<file path="src/rtl/sd_arb_pkg.sv">
// Shared types and helpers for the SD drive arbiter.
// Timeout watchdog is enabled by defining SD_TIMEOUT_EN.
package sd_arb_pkg;

  typedef enum logic [2:0] {
    IDLE,
    CHECK,
    ISSUE,
    XFER,
    DONE,
    FAIL
  } state_t;

  localparam int SECT_SHIFT = 9;

  // First requester after ptr, wrapping modulo n.
  function automatic logic [1:0] rr_pick(
    input logic [3:0] req,
    input logic [1:0] ptr,
    input int         n
  );
    logic [1:0] g;
    logic [1:0] idx;
    g = ptr;
    for (int k = 4; k >= 1; k--) begin
      idx = 2'((int'(ptr) + k) % n);
      if (k <= n && req[idx]) g = idx;
    end
    return g;
  endfunction

endpackage

</file>
<file path="src/rtl/sd_drive_status.sv">
// Per-drive mount, write-protect and size state.
// Produces the legality verdict used when a grant is checked.
module sd_drive_status
  import sd_arb_pkg::*;
#(
  parameter int LBA_W = 32
) (
  input  logic             clk,
  input  logic             reset,
  input  logic             mount,
  input  logic             readonly,
  input  logic [63:0]      size,
  input  logic             clr,
  input  logic [LBA_W-1:0] lba,
  input  logic             wr,
  output logic             legal
);

  logic        mounted;
  logic        ro;
  logic [31:0] nsect;

  always_ff @(posedge clk) begin
    if (reset) begin
      mounted <= 1'b0;
      ro      <= 1'b0;
      nsect   <= '0;
    end else if (mount) begin
      mounted <= size != 64'd0;
      ro      <= readonly;
      nsect   <= size[SECT_SHIFT +: 32];
    end else if (clr) begin
      mounted <= 1'b0;
    end
  end

  assign legal = mounted
              && (64'(lba) < 64'(nsect))
              && !(wr && ro);

endmodule

</file>
<file path="src/rtl/sd_drive_arbiter.sv">
// Round-robin sequencer of drive sector requests onto hps_io.
// Optional SD_TIMEOUT_EN adds a watchdog on ISSUE/XFER.
module sd_drive_arbiter
  import sd_arb_pkg::*;
#(
  parameter int NDRV    = 2,
  parameter int LBA_W   = 32,
  parameter int TMO_CYC = 42000000
) (
  input  logic                  clk_sys,
  input  logic                  reset,
  input  logic [NDRV-1:0]       req_rd,
  input  logic [NDRV-1:0]       req_wr,
  input  logic [NDRV*LBA_W-1:0] req_lba,
  output logic [NDRV-1:0]       req_done,
  output logic [NDRV-1:0]       req_err,
  input  logic [NDRV-1:0]       img_mounted,
  input  logic                  img_readonly,
  input  logic [63:0]           img_size,
  output logic [NDRV*LBA_W-1:0] sd_lba,
  output logic [NDRV-1:0]       sd_rd,
  output logic [NDRV-1:0]       sd_wr,
  input  logic [NDRV-1:0]       sd_ack,
  output logic [1:0]            buf_sel,
  output logic                  busy
);

  state_t           state;
  logic [1:0]       gnt;
  logic [1:0]       ptr;
  logic             wr_q;
  logic             hold;
  logic [LBA_W-1:0] lba_q;
  logic [LBA_W-1:0] lba_out [NDRV];

  logic [NDRV-1:0]  avail;
  logic [NDRV-1:0]  gnt_oh;
  logic [NDRV-1:0]  legal;
  logic [NDRV-1:0]  clr;
  logic [1:0]       pick;
  logic             pick_wr;
  logic [LBA_W-1:0] pick_lba;
  logic             ack_g;
  logic             legal_g;
  logic             tmo_hit;

  // hold masks the just-served channel for its first IDLE cycle
  always_comb begin
    avail    = '0;
    gnt_oh   = '0;
    ack_g    = 1'b0;
    legal_g  = 1'b0;
    pick_wr  = 1'b0;
    pick_lba = '0;
    for (int i = 0; i < NDRV; i++) begin
      avail[i]  = (req_rd[i] | req_wr[i])
               && !(hold && gnt == 2'(i));
      gnt_oh[i] = gnt == 2'(i);
      if (gnt_oh[i]) begin
        ack_g   = sd_ack[i];
        legal_g = legal[i];
      end
    end
    pick = rr_pick(4'(avail), ptr, NDRV);
    for (int i = 0; i < NDRV; i++) begin
      if (pick == 2'(i)) begin
        pick_wr  = !req_rd[i] && req_wr[i];
        pick_lba = req_lba[i*LBA_W +: LBA_W];
      end
    end
  end

  assign clr  = tmo_hit ? gnt_oh : '0;
  assign busy = state != IDLE;

  for (genvar i = 0; i < NDRV; i++) begin : g_drv
    sd_drive_status #(.LBA_W(LBA_W)) u_stat (
      .clk      (clk_sys),
      .reset    (reset),
      .mount    (img_mounted[i]),
      .readonly (img_readonly),
      .size     (img_size),
      .clr      (clr[i]),
      .lba      (lba_q),
      .wr       (wr_q),
      .legal    (legal[i])
    );
    assign sd_lba[i*LBA_W +: LBA_W] = lba_out[i];
  end

`ifdef SD_TIMEOUT_EN
  localparam int CW = $clog2(TMO_CYC + 1);
  logic [CW-1:0] cnt;
  logic          waiting;

  assign waiting = state == ISSUE || state == XFER;
  assign tmo_hit = waiting && cnt == CW'(TMO_CYC - 1);

  always_ff @(posedge clk_sys) begin
    if (reset || !waiting || (state == ISSUE && ack_g))
      cnt <= '0;
    else
      cnt <= cnt + CW'(1);
  end
`else
  assign tmo_hit = 1'b0;
`endif

  always_ff @(posedge clk_sys) begin
    if (reset) begin
      state    <= IDLE;
      gnt      <= '0;
      ptr      <= '0;
      wr_q     <= 1'b0;
      hold     <= 1'b0;
      lba_q    <= '0;
      buf_sel  <= '0;
      sd_rd    <= '0;
      sd_wr    <= '0;
      req_done <= '0;
      req_err  <= '0;
      for (int i = 0; i < NDRV; i++)
        lba_out[i] <= '0;
    end else begin
      req_done <= '0;
      req_err  <= '0;
      unique case (state)
        IDLE: begin
          hold <= 1'b0;
          if (|avail) begin
            gnt     <= pick;
            ptr     <= pick;
            buf_sel <= pick;
            wr_q    <= pick_wr;
            lba_q   <= pick_lba;
            state   <= CHECK;
          end
        end
        CHECK: begin
          if (legal_g) begin
            sd_rd <= wr_q ? '0 : gnt_oh;
            sd_wr <= wr_q ? gnt_oh : '0;
            for (int i = 0; i < NDRV; i++)
              if (gnt_oh[i]) lba_out[i] <= lba_q;
            state <= ISSUE;
          end else begin
            req_err <= gnt_oh;
            state   <= FAIL;
          end
        end
        ISSUE: begin
          if (ack_g) begin
            sd_rd <= '0;
            sd_wr <= '0;
            state <= XFER;
          end
        end
        XFER: begin
          if (!ack_g) begin
            req_done <= gnt_oh;
            state    <= DONE;
          end
        end
        DONE, FAIL: begin
          hold  <= 1'b1;
          state <= IDLE;
        end
        default: state <= IDLE;
      endcase
      if (tmo_hit) begin
        sd_rd    <= '0;
        sd_wr    <= '0;
        req_done <= '0;
        req_err  <= gnt_oh;
        state    <= FAIL;
      end
    end
  end

endmodule

</file>
<file path="config.mk">
export PLATFORM = sky130hd
export DESIGN_NAME = sd_drive_arbiter
export DESIGN_NICKNAME = d
export VERILOG_FILES = /design/src/rtl/sd_arb_pkg.sv /design/src/rtl/sd_drive_status.sv /design/src/rtl/sd_drive_arbiter.sv
export SDC_FILE = /design/constraint.sdc
export NUM_CORES = 1
export LEC_CHECK = 0
export CORE_MARGIN = 3
export CORE_UTILIZATION = 53
export DETAILED_ROUTE_END_ITERATION = 6
export HOLD_SLACK_MARGIN = 0.15
export PLACE_DENSITY = 0.85
export SYNTH_ARGS = -nofsm -noshare
export SYNTH_HDL_FRONTEND = slang
export SYNTH_HIERARCHICAL = 1
export SYNTH_SLANG_ARGS = --single-unit
</file>
<file path="constraint.sdc">
create_clock -name clk_sys -period 3.8 [get_ports clk_sys]
set_input_delay 0.76 -clock clk_sys [delete_from_list [all_inputs] [get_ports clk_sys]]
set_output_delay 0.76 -clock clk_sys [all_outputs]
set_load 0.01 [all_outputs]
</file>
==> flow_metrics.py <==
metrics = {
    "critical_path": {
        "critPathCaptureType": "flip-flop",
        "cp-start-kind": "flip-flop",
        "crit_end": "lba_out[0][27]$_DFFE_PP_",
        "regToRegSetupSlack_ns": 0.89,
        "slowest_delay_ns": 0.46,
        "r2r_end": "lba_out[0][27]$_DFFE_PP_",
        "crit_start": "lba_q[14]$_SDFFE_PP0P_",
        "critPathMaxFanout": 32,
        "slowest_stage": "dfxtp_1",
        "cp.arrival_ns": 3.19,
        "path_class": "flip-flop to flip-flop",
        "required_ns": 4.08,
        "timing.rr.start": "lba_q[14]$_SDFFE_PP0P_",
        "crit_chain": "ha_1, nand4_1, nor3_1, a221oi_1, o211ai_2, a21oi_2, mux2i_1, nor3b_4, buf_4, and2_1",
        "rr_worst_depth": 10,
    },
    "pwr": {
        "peakVddDrop_mv": 0.403,
        "power_leakage_uw": 0.00447,
        "power-per-cell-area_nw_per_um2": 516,
    },
    "placement": {
        "gp_congestion": 0.822,
        "dp_hpwl_mm": 16.4,
        "dpl_cell_area_um2": 10700,
        "io_buffers": 213,
        "post-place-ws_ns": 0.842,
    },
    "synthesis": {
        "ys_ff_latch": 179,
        "synth_edf_count": 64,
        "synth_compound_gate_area_share_pct": 12.8,
        "synth_ff_type": "dfxtp_1",
        "yosys_warnings": 6,
        "synthAdderAreaFrac_pct": 9.22,
        "syn_area_um2": 8410,
        "synthCells": 781,
        "synth_top_family_by_area": "simple AND/OR/NAND/NOR gates",
        "ys_async_sr_fraction_pct": 0,
        "synth_cell_types": 52,
        "synth_largest_area_cell": "dfxtp_1",
        "yosys.area.top_type_share_pct": 27.4,
        "synth_most_common_cell": "dfxtp_1",
        "ys_top_cells_by_area": "dfxtp_1, edfxtp_1, ha_1",
        "synth-simple-area-share_pct": 14.1,
        "synth.avg_cell_area_um2": 10.8,
        "synth_xor_xnor_area_share_pct": 0,
        "netlist_top_cells_count": "dfxtp_1, nor2_1, inv_1",
        "yosysSeqAreaShare_pct": 50.2,
        "synthMuxAreaShare_pct": 8.09,
    },
    "floorplanning": {
        "row_count": 45,
        "dieWidth_um": 132,
        "coreArea_um2": 15400,
        "start_util_pct": 54.7,
        "die_area_um2": 17400,
        "die_h_um": 132,
        "io_pins": 214,
    },
    "timing": {
        "setup_slack_ns": 0.886,
        "rsz0062_at_grt": "no",
        "setup-tns-final_ns": 0,
        "slew_headroom_pct": 34.1,
        "finalSetupViolations": 0,
        "hold_slack_ns": 0.469,
        "tightest_slew_ns": 0.985,
        "drv_slew": 0,
        "finalCriticalPeriod_ns": 2.91,
        "fmax_mhz": 343,
        "fin_skew_ns": 0.00894,
        "final-hold-violation-count": 0,
        "layout_worst_path_cycle_share_pct": 76.7,
    },
    "routing": {
        "ant_nets": 0,
        "wirelength_mm": 22.1,
        "firstDrtPassIters": 5,
        "drc": 0,
        "avgRoutedWirePerCell_um": 18.3,
        "vias_per_cell": 5.64,
        "via_count": 6827,
        "drtIter0Drc": 584,
    },
    "final_layout": {
        "final_util_pct": 73.2,
        "areaGrowthSynthToFinish_pct": 33.8,
        "num_antenna_cells": 0,
        "design_area_um2": 11300,
        "layout.nets": 1188,
        "layout-drive-gt1-share_pct": 6.10,
    },
    "run_status": {
        "status": "finished, final reports clean",
    },
    "global_route": {
        "grt_overflow": 0,
        "grt_max_degree": 59,
        "grtUsageTotal_pct": 25.2,
        "grt_pass1_vias": 6700,
        "antenna_found_initial": 0,
        "grt_pass1_wl_mm": 34.9,
    },
    "cts": {
        "ctsResizeCount": 0,
        "cts_tree": "yes",
        "clkLatencyLatePin_ns": 0.43,
        "cts_made_buffers": 17,
        "path_clk_slew_ns": 0.07,
        "ctsHoldBuffers": 0,
        "cts_sinks": 179,
        "htree_levels": 4,
        "ctsRootBufferMaster": "clkbuf_16",
        "post_cts_buffers": 0,
        "cts_max_path_buffers": 2,
    },
    "min_path": {
        "hold_class": "flip-flop to flip-flop",
    },
    "job": {
        "drv_cap": 0,
    },
}
[state kept, by name, indices dropped and copies added, names as in the netlist, 2 cells and up]
| name | cells |
|---|---|
| g_drv.u_stat/mounted | 2 |
| g_drv.u_stat/nsect | 64 |
| g_drv.u_stat/ro | 2 |
| lba_out | 64 |
| lba_q | 32 |
| ptr | 2 |
| req_done | 2 |
| req_err | 2 |
| sd_rd | 2 |
| sd_wr | 2 |
| state | 3 |
[logic make-up (layout without fill, tap and decap cells)]
| logic type | after synthesis | count (layout) |
|---|---|---|
| buffers and inverters | 105 | 323 |
| flip-flops | 179 | 179 |
| multiplexers | 68 | 68 |
| other | 1 | 2 |
| AO/OA/AOI/OAI | 141 | 141 |
| AND/OR/NAND/NOR | 225 | 225 |
| adder cells (fa/ha/maj) | 62 | 62 |
[worst min path at each step]
stage	startpoint	to	slack (ns)	cells past startpoint
floorplan	lba_q[0]$_SDFFE_PP0P_	lba_q[0]$_SDFFE_PP0P_	0.45	1
global placement	sd_rd[1]$_SDFFE_PP0P_	sd_rd[1]$_SDFFE_PP0P_	0.45	1
detailed placement	sd_wr[1]$_SDFFE_PP0P_	sd_wr[1]$_SDFFE_PP0P_	0.45	1
CTS	sd_rd[1]$_SDFFE_PP0P_	sd_rd[1]$_SDFFE_PP0P_	0.47	1
global route	sd_rd[1]$_SDFFE_PP0P_	sd_rd[1]$_SDFFE_PP0P_	0.50	1
finish	sd_rd[1]$_SDFFE_PP0P_	sd_rd[1]$_SDFFE_PP0P_	0.47	1
[power by group]
part / switching (uW) / internal (uW) / leakage (uW)
Clock: 792 / 932 / 0.000282
Sequential: 240 / 2220 / 0.00161
Combinational: 865 / 766 / 0.00258
Total: 1900 / 3910 / 0.00447
[placed cells by master, fill, tap and decap left out, drive strengths merged, types with 3 or more instances in the layout]
master         Yosys  final
a211oi             7      7
a21oi             30     30
a221oi             4      4
a22oi             32     32
and2              33     33
and4               4      4
buf               25     10
clkbuf             9     17
clkdlybuf4s50      0    210
clkinv             0      4
dfxtp            115    115
edfxtp            64     64
ha                62     62
inv               71     79
mux2i             68     68
nand2             30     30
nand2b             7      7
nand3              4      4
nand4              8      8
nor2              81     81
nor2b              3      3
nor3               9      9
nor3b              4      4
nor4              31     31
nor4b              3      3
o2111ai            4      4
o21a               4      4
o21ai             11     11
o2bb2ai           34     34
or3                3      3
[layer usage]
| layer | vias up | track usage [%] | wire [um] |
|---|---|---|---|
| met5 | - | 0 | 0 |
| met1 | 3227 | 34.3 | 9670 |
| met2 | 289 | 39.9 | 10300 |
| li1 | 3269 | - | - |
| met3 | 42 | 5.11 | 1590 |
| met4 | 0 | 9.51 | 563 |
[through the flow]
stage	total power, uW	std cells
6_report	5810	1211
5_1_grt	6110	1211
4_1_cts	5820	1211
3_5_place_dp	4090	1179
3_3_place_gp	4050	1179
2_1_floorplan	3430	782
[cell type report]
cell class | instances | area [um^2]
clock inverters | 15 | 163
well taps | 211 | 264
inverters | 71 | 267
fillers | 1064 | 4120
clock buffers | 17 | 425
multi-input cells | 498 | 3740
flip-flops and latches | 179 | 4220
repair buffers | 220 | 2170
[critical path, delay by kind of cell (launching register included)]
kind | cells | cell delay (ns)
multiplexers | 1 | 0.18
flip-flops | 1 | 0.46
AO/OA/AOI/OAI | 3 | 0.74
adder cells (fa/ha/maj) | 1 | 0.30
buffers and inverters | 1 | 0.35
AND/OR/NAND/NOR | 4 | 0.72
Power figures use the tool's default switching activity.
